==> src/rtl/pc_fetch_ctrl.sv <==
// rtl/pc_fetch_ctrl.sv - program counter and fetch sequencer with writable jump LUT
module pc_fetch_ctrl #(
    parameter int PW = 10,
    parameter int LW = 5
) (
    input  logic          clk,
    input  logic          reset,
    input  logic          start,
    input  logic          stall,
    input  logic          halt_req,
    input  logic          branch_en,
    input  logic          cond_flag,
    input  logic [LW-1:0] lut_idx,
    input  logic          lut_we,
    input  logic [LW-1:0] lut_waddr,
    input  logic [PW-1:0] lut_wdata,
    output logic [PW-1:0] prog_ctr,
    output logic          fetch_valid,
    output logic          busy,
    output logic          done
);

    typedef enum logic [1:0] {
        S_IDLE = 2'd0,
        S_RUN  = 2'd1,
        S_DONE = 2'd2
    } state_t;

    localparam logic [PW-1:0] PC_LAST = '1;

    state_t        r_state;
    state_t        w_state_nxt;
    logic [PW-1:0] r_pc;
    logic [PW-1:0] w_pc_nxt;
    logic [PW-1:0] r_lut [2**LW];
    logic [PW-1:0] w_target;
    logic          w_taken;
    logic          w_pc_last;
    logic          w_lut_wr;

    assign w_target  = r_lut[lut_idx];
    assign w_taken   = branch_en & cond_flag;
    assign w_pc_last = (r_pc == PC_LAST);
    assign w_lut_wr  = lut_we & (r_state != S_RUN);

    always_comb begin
        w_state_nxt = r_state;
        w_pc_nxt    = r_pc;
        case (r_state)
            S_IDLE: begin
                w_pc_nxt = '0;
                if (start) begin
                    w_state_nxt = S_RUN;
                end
            end
            S_RUN: begin
                // Halt outranks stall and branch; stepping past the last address halts instead of wrapping.
                if (halt_req) begin
                    w_state_nxt = S_DONE;
                end else if (stall) begin
                    w_pc_nxt = r_pc;
                end else if (w_taken) begin
                    w_pc_nxt = w_target;
                end else if (w_pc_last) begin
                    w_state_nxt = S_DONE;
                end else begin
                    w_pc_nxt = r_pc + 1'b1;
                end
            end
            S_DONE: begin
                if (start) begin
                    w_state_nxt = S_RUN;
                    w_pc_nxt    = '0;
                end
            end
            default: begin
                w_state_nxt = S_IDLE;
                w_pc_nxt    = '0;
            end
        endcase
    end

    always_ff @(posedge clk or negedge reset) begin
        if (!reset) begin
            r_state <= S_IDLE;
            r_pc    <= '0;
        end else begin
            r_state <= w_state_nxt;
            r_pc    <= w_pc_nxt;
        end
    end

    always_ff @(posedge clk or negedge reset) begin
        if (!reset) begin
            for (int i = 0; i < 2**LW; i++) begin
                r_lut[i] <= '0;
            end
        end else if (w_lut_wr) begin
            r_lut[lut_waddr] <= lut_wdata;
        end
    end

    assign prog_ctr    = r_pc;
    assign busy        = (r_state == S_RUN);
    assign fetch_valid = (r_state == S_RUN);
    assign done        = (r_state == S_DONE);

endmodule

==> config.mk <==
export PLATFORM = sky130hd
export DESIGN_NAME = pc_fetch_ctrl
export DESIGN_NICKNAME = d
export VERILOG_FILES = /design/src/rtl/pc_fetch_ctrl.sv
export SDC_FILE = /design/constraint.sdc
export NUM_CORES = 1
export LEC_CHECK = 0
export CAP_MARGIN = 30
export CELL_PAD_IN_SITES_DETAIL_PLACEMENT = 1
export CELL_PAD_IN_SITES_GLOBAL_PLACEMENT = 1
export CORE_MARGIN = 2
export CORE_UTILIZATION = 25
export DETAILED_ROUTE_END_ITERATION = 16
export PLACE_DENSITY_LB_ADDON = 0.1
export RECOVER_POWER = 50
export SLEW_MARGIN = 20
export SYNTH_ARGS = -nofsm -noshare
export SYNTH_HDL_FRONTEND = slang
export SYNTH_SLANG_ARGS = --single-unit
==> constraint.sdc <==
create_clock -name clk -period 4.9 [get_ports clk]
set_input_delay 0.49 -clock clk [delete_from_list [all_inputs] [get_ports clk]]
set_output_delay 0.49 -clock clk [all_outputs]
set_load 0.05 [all_outputs]
==> out/qor.tcl, run 1 <==
set qor(result_of_the_run) {complete, but fails checks}
set qor(failed_checks) {max-capacitance violations, max-slew violations}
set qor(post_cts_resize_count) 0
set qor(clock_tree.root_cell) {sky130_fd_sc_hd__clkbuf_16}
set qor(placedInstanceArea_mm2) 0.0167
set qor(postSynthAreaPerCell_um2) 15.7
set qor(numPortBuffers) 40
set qor(wl_mm) 47.0
set qor(final_net_count) 1062
set qor(critical_path_required_ps) 5450
set qor(floorplan.core_area_mm2) 0.0614
set qor(clk_pin_slew_ps) 60
set qor(cts-root-to-sink-buffers) 3
set qor(fin_area_mm2) 0.0181
set qor(area_growth_pct) 17.7
set qor(share_of_cells_above_drive_strength_1_pct) 48.4
set qor(final_antenna_net_count) 0
set qor(synthesis.yosys.warnings) 0
set qor(die_h_um) 252
set qor(routed_via_density) 4.78
set qor(critical_path_peak_fanout) 90
set qor(worst_setup_path_start_kind) {input port}
set qor(maximum_number_of_pins_on_one_net_before_global_route_repair) 92
set qor(hp-class) {flop to flop}
set qor(finalWorstPathRequiredPeriod_ps) 3230
set qor(layout_commonest_cell) {sky130_fd_sc_hd__dfrtp_1}
set qor(synthCells) 983
set qor(skew_ps) 13.3
set qor(synth_fp_nets) 1012
set qor(worst_ir_drop_vdd_mv) 0.224
set qor(final_max_slew_viol_count) 89
set qor(first_iter_violations) 468
set qor(tritoncts_num_sinks) 332
set qor(start_util_pct) 25.1
set qor(grt_pass1_vias) 9760
set qor(htree_levels) 2
set qor(chipWidth_um) 252
set qor(ff_latch_count_synth) 332
set qor(count_of_max_cap_constraint_violations) 1
set qor(drc_violations_left) 0
set qor(die_area_mm2) 0.0637
set qor(critical_path.endpoint_type) {asynchronous set/reset pin}
set qor(core.rowCount) 91
set qor(grt_first_pass_wirelength_mm) 71.4
set qor(timing_worst_slew_pin_value_ps) 2550
set qor(yosysUniqueCellTypes) 51
set qor(critPathArrivalTime_ps) 3780
set qor(hold_viol_final) 0
set qor(pin_count) 41
set qor(leakage_uw) 0.00804
set qor(clock_tree_from_tritoncts) {done}
set qor(min_period_over_period_pct) 65.8
set qor(report.final.setup_viol) 0
set qor(gpl.final_weighted_congestion) 0.742
set qor(place.detailed.hpwl_mm) 29.2
set qor(antenna_found_initial) 2
set qor(cts_made_buffers) 43
set qor(grt_setup_unrepaired) {false}
set qor(netlist_area_mm2) 0.0154
set qor(drt_pre_antenna_iters) 6
set qor(totalPowerFinal_uw) 8140
set qor(cts.repair_timing.setup_buffer_count) 0
set qor(grt_overflow) 0
set qor(detailroute.via_count) 8860
set qor(setup_total_negative_slack_ps) 0
set qor(power_density_mw_per_mm2) 449
set qor(route.detailed.wl_per_inst_um) 25.3
set qor(mostFrequentLayoutCells) {332 x sky130_fd_sc_hd__dfrtp_1, 320 x sky130_fd_sc_hd__mux2_2, 72 x sky130_fd_sc_hd__mux4_2}
set qor(max_slew_margin_pct) -69.7
set qor(seq_area_frac_synth_pct) 53.9
set qor(insertion_delay_ps) 560
set qor(worst_setup_path_type) {input port to asynchronous set/reset pin}
set qor(clock.fmax_mhz) 310
set qor(groute.usage.overall_pct) 15.3
==> registers in the layout (all words and copies together), names as in the netlist <==
| signal | count |
|---|---|
| prog_ctr | 10 |
| r_lut | 320 |
| r_state | 2 |
==> Yosys cell counts (all sizes together) <==
cell	instances	area share [%]
a2111oi	5	0.28
a211o	3	0.17
a211oi	4	0.19
a21bo	1	0.065
a21oi	5	0.16
a221o	4	0.26
a221oi	2	0.11
a22o	1	0.057
a22oi	1	0.049
a31oi	1	0.041
and3	5	0.20
buf	24	1.3
clkbuf	47	1.2
dfrtp	332	54
ha	1	0.081
inv	6	0.15
mux2	321	23
mux2i	18	1.2
mux4	86	13
nand2	11	0.27
nand2b	4	0.16
nand3	8	0.26
nand3b	4	0.19
nand4	4	0.16
nand4b	2	0.11
nor2	36	1.0
nor2b	8	0.32
nor3	5	0.16
nor3b	3	0.15
nor4	1	0.041
o211a	2	0.13
o211ai	2	0.097
o21ai	8	0.26
o21bai	1	0.049
o221ai	4	0.23
o22ai	2	0.081
o2bb2ai	2	0.11
or2	2	0.081
or3	1	0.041
or3b	2	0.11
or4	3	0.15
xnor2	1	0.057
==> stage by stage <==
step | worst slack (ps) | utilization [%] | hold slack (ps) | instances
2_1_floorplan | 2580 | - | 194 | 983
3_5_place_dp | 1460 | 27.2 | 485 | 1776
6_report | 1670 | 29.6 | 497 | 1855
4_1_cts | 1960 | 29.6 | 497 | 1852
5_1_grt | 1100 | 29.6 | 509 | 1853
3_3_place_gp | 1450 | 27.2 | 475 | 1776
==> worst paths after layout <==
check | end | start | depth (start not counted) | slack [ps]
max in group clk | busy | r_state[1]$_DFFE_PN0P_ | 3 | 2050
min in group asynchronous | r_lut[153]$_DFFE_PN0P_ | reset | 2 | 1220
worst max register to register | r_lut[106]$_DFFE_PN0P_ | r_state[0]$_DFFE_PN0P_ | 4 | 2080
worst max-delay path | r_lut[180]$_DFFE_PN0P_ | reset | 3 | 1670
worst min register to register | r_lut[39]$_DFFE_PN0P_ | r_lut[39]$_DFFE_PN0P_ | 1 | 500
worst min-delay path | r_lut[39]$_DFFE_PN0P_ | r_lut[39]$_DFFE_PN0P_ | 1 | 500
==> power by group <==
| group | leakage (uW) | total (uW) | internal, uW | switching, uW |
|---|---|---|---|---|
| clock | 0.000698 | 3170 | 1940 | 1230 |
| combinational | 0.00298 | 1370 | 778 | 594 |
| sequential | 0.00436 | 3600 | 3310 | 286 |
| total | 0.00804 | 8140 | 6030 | 2110 |
==> critical path, stage by stage <==
cell	delay (ps)
sky130_fd_sc_hd__dlygate4sd3_1	520
sky130_fd_sc_hd__clkbuf_2	1720
sky130_fd_sc_hd__clkbuf_2	970
==> repair_timing <==
action                                 4_1_cts  5_1_grt
hold buffers                                 1        0
endpoints found under the hold margin       23        0
setup endpoints to repair                    0        0
==> area by class of cell <==
type	count	area [um^2]
fillers	6330	43200
flip-flops and latches	332	8310
multi-input cells	574	6710
clock buffers	66	1320
well taps	790	988
repair buffers	76	696
clock inverters	9	101
inverters	6	22.5
diodes	2	5.00
==> layer usage <==
layer	vias up	share of wire, %	GRT usage [%]
li1	3817	-	-
met1	4876	49	22.4
met2	119	46	23.8
met3	48	3.5	2.66
met4	0	1.4	3.01
met5	-	0	0
==> cells by family after synthesis <==
| group | count (synthesis) | share of synthesized area [%] |
|---|---|---|
| AO/OA/AOI/OAI | 48 | 2.35 |
| buffers and inverters | 77 | 2.65 |
| XOR/XNOR | 1 | 0.0568 |
| adder cells (fa/ha/maj) | 1 | 0.0812 |
| multiplexers | 425 | 37.5 |
| AND/OR/NAND/NOR | 99 | 3.44 |
| flip-flops | 332 | 53.9 |
Power figures use the tool's default switching activity.
==> inputs of run 2 (changes only) <==
==> constraint.sdc (replaced) <==
create_clock -name clk -period 3.3 [get_ports clk]
set_input_delay 0.33 -clock clk [delete_from_list [all_inputs] [get_ports clk]]
set_output_delay 0.33 -clock clk [all_outputs]
set_load 0.05 [all_outputs]
==> out/qor.tcl, run 2 (synthesis results as in run 1) <==
set qor(layout_commonest_cell) {sky130_fd_sc_hd__dfrtp_1} ;# unchanged
set qor(antenna_found_initial) 1 ;# was 2
set qor(critPathSlowestCell) {sky130_fd_sc_hd__clkdlybuf4s50_1} ;# was sky130_fd_sc_hd__clkbuf_2
set qor(mostFrequentLayoutCells) {332 x sky130_fd_sc_hd__dfrtp_1, 320 x sky130_fd_sc_hd__mux2_2, 72 x sky130_fd_sc_hd__mux4_2} ;# unchanged
set qor(holdBufCountCts) 1 ;# unchanged
set qor(detailroute.via_count) 8969 ;# was 8860
set qor(crit_path_max_delay_family) {buffers and inverters} ;# unchanged
set qor(start_util_pct) 25.1 ;# unchanged
set qor(worst_ir_drop_vdd_mv) 0.325 ;# was 0.224 mV
set qor(final_instance_count_without_filler_cells) 1881 ;# was 1855
set qor(cts-root-to-sink-buffers) 3 ;# unchanged
set qor(clk_pin_slew_ps) 60 ;# about the same
set qor(skew_ps) 26.7 ;# was 13.3 ps
set qor(area_growth_pct) 18.6 ;# was 17.7%
set qor(drt_pre_antenna_iters) 4 ;# was 6
set qor(wl_mm) 47.6 ;# was 47.0 mm
set qor(largest_register_ffs) 320 ;# unchanged
set qor(final_max_slew_viol_count) 28 ;# was 89
set qor(cts.repair_timing.setup_buffer_count) 0 ;# unchanged
set qor(n_fill_cell) 6370 ;# was 6330
set qor(critical_path.endpoint_type) {primary output} ;# was asynchronous set/reset pin
set qor(final_antenna_net_count) 0 ;# unchanged
set qor(htree_levels) 2 ;# unchanged
set qor(critical_path.max_stage_delay_ps) 840 ;# was 1720 ps
set qor(first_iter_violations) 394 ;# was 468
set qor(grt_first_pass_wirelength_mm) 72.1 ;# was 71.4 mm
set qor(place.detailed.hpwl_mm) 30.1 ;# was 29.2 mm
set qor(maximum_number_of_pins_on_one_net_before_global_route_repair) 91 ;# was 92
set qor(final_net_count) 1086 ;# was 1062
set qor(floorplan.core_area_mm2) 0.0614 ;# unchanged
set qor(tritoncts_num_sinks) 332 ;# unchanged
set qor(share_of_cells_above_drive_strength_1_pct) 49.1 ;# was 48.4%
set qor(clock_tree_from_tritoncts) {done} ;# unchanged
set qor(max_slew_margin_pct) -5.00 ;# was -69.7%
set qor(hold_viol_final) 0 ;# unchanged
set qor(timing_worst_slew_pin_value_ps) 1570 ;# was 2550 ps
set qor(die_area_mm2) 0.0637 ;# unchanged
set qor(report.final.setup_viol) 0 ;# unchanged
set qor(drc_violations_left) 0 ;# unchanged
set qor(gpl.final_weighted_congestion) 0.716 ;# was 0.742
set qor(routed_via_density) 4.77 ;# was 4.78
set qor(critical_path_peak_fanout) 8 ;# was 90
set qor(crit_path_cell_trace) {nand2b_1 -> inv_1 -> clkdlybuf4s50_1} ;# was dlygate4sd3_1 -> clkbuf_2 -> clkbuf_2
set qor(die_h_um) 252 ;# unchanged
set qor(grt_util_met3_pct) 2.06 ;# was 2.66%
set qor(clock_tree.root_cell) {sky130_fd_sc_hd__clkbuf_16} ;# unchanged
set qor(critical_path_required_ps) 2970 ;# was 5450 ps
set qor(post_cts_resize_count) 0 ;# unchanged
set qor(path_buf_inv) 2 ;# was 3
set qor(grt_setup_unrepaired) {false} ;# unchanged
set qor(setup_total_negative_slack_ps) 0 ;# unchanged
set qor(cts_made_buffers) 42 ;# was 43
set qor(insertion_delay_ps) 580 ;# was 560 ps
set qor(place_inst) 1802 ;# was 1776
set qor(groute.usage.overall_pct) 15.6 ;# was 15.3%
set qor(min_period_over_period_pct) 80.2
set qor(critPathArrivalTime_ps) 2320 ;# was 3780 ps
set qor(chipWidth_um) 252 ;# unchanged
set qor(numPortBuffers) 40 ;# unchanged
set qor(result_of_the_run) {complete, but fails checks} ;# unchanged
set qor(hp-class) {input port to asynchronous set/reset pin} ;# was flop to flop
set qor(failed_checks) {max-capacitance violations, max-slew violations} ;# unchanged
set qor(grt_busiest_layer) {met2} ;# unchanged
set qor(count_of_max_cap_constraint_violations) 1 ;# unchanged
set qor(holdWs_ps) 400 ;# was 497 ps
set qor(leakage_uw) 0.00812 ;# was 0.00804 uW
set qor(grtUsageMet1_pct) 23.1 ;# was 22.4%
set qor(grt_overflow) 0 ;# unchanged
set qor(grt_pass1_vias) 9841 ;# was 9760
set qor(finalWorstPathRequiredPeriod_ps) 2650
set qor(core.rowCount) 91 ;# unchanged
set qor(worst_setup_path_start_kind) {flop} ;# was input port
set qor(clock.fmax_mhz) 378
set qor(met2_usage_pct) 23.8 ;# about the same
set qor(pin_count) 41 ;# unchanged
set qor(registers.top_by_ff_count) {r_lut} ;# unchanged
set qor(worst_setup_path_type) {flop to primary output} ;# was input port to asynchronous set/reset pin
set qor(power_density_mw_per_mm2) 659 ;# was 449 mW/mm^2
set qor(route.detailed.wl_per_inst_um) 25.3 ;# about the same
## run 2: worst reg2reg max path, delay by kind of cell (launching register included)
kind	cells	cell delay, ps
and+or+nand+nor	4	1630
muxes	1	450
DFF	1	390
## run 2: final timing paths
check,from,endpoint,slack (ps),depth (start not counted)
max in group asynchronous,reset,r_lut[99]$_DFFE_PN0P_,990,3
hold reg to reg,r_lut[304]$_DFFE_PN0P_,r_lut[304]$_DFFE_PN0P_,500,1
min in group clk,start,r_state[0]$_DFFE_PN0P_,400,3
hold / removal,reset,r_lut[127]$_DFFE_PN0P_,400,2
setup reg to reg,r_state[0]$_DFFE_PN0P_,r_lut[153]$_DFFE_PN0P_,710,5
setup / recovery,r_state[1]$_DFFE_PN0P_,fetch_valid,650,3
## run 2: where the power goes
group          switching [uW]  internal, uW  total [uW]
sequential                425          4910        5340
clock                    1870          2780        4650
combinational             894          1170        2070
total                    3190          8870       12100
## run 2: metrics by stage
stage	worst slack, ps	instance area [um^2]	util [%]	power [uW]
floorplan	1120	15400	-	6750
global placement	295	16900	27.6	7480
detailed placement	282	16900	27.6	7540
CTS	613	18300	29.9	12300
global route	474	18300	29.8	12700
finish	654	18300	29.8	12100
## run 2: layout make-up
cell class | count | area [um^2] | area share, %
multi-input combinational | 574 | 6700 | 36.6
clock inverter | 13 | 140 | 0.766
antenna | 2 | 5.00 | 0.0274
inverter | 6 | 22.5 | 0.123
sequential | 332 | 8310 | 45.4
clock buffer | 63 | 1250 | 6.84
tap | 790 | 988 | 5.41
timing repair buffer | 101 | 873 | 4.78
## run 2: routing by layer
metal | routed length, um | vias up | share of wire, %
met5 | 0 | - | 0
met4 | 886 | 0 | 1.9
met3 | 1660 | 48 | 3.5
met2 | 21400 | 135 | 45
met1 | 23700 | 4909 | 50
li1 | - | 3877 | -
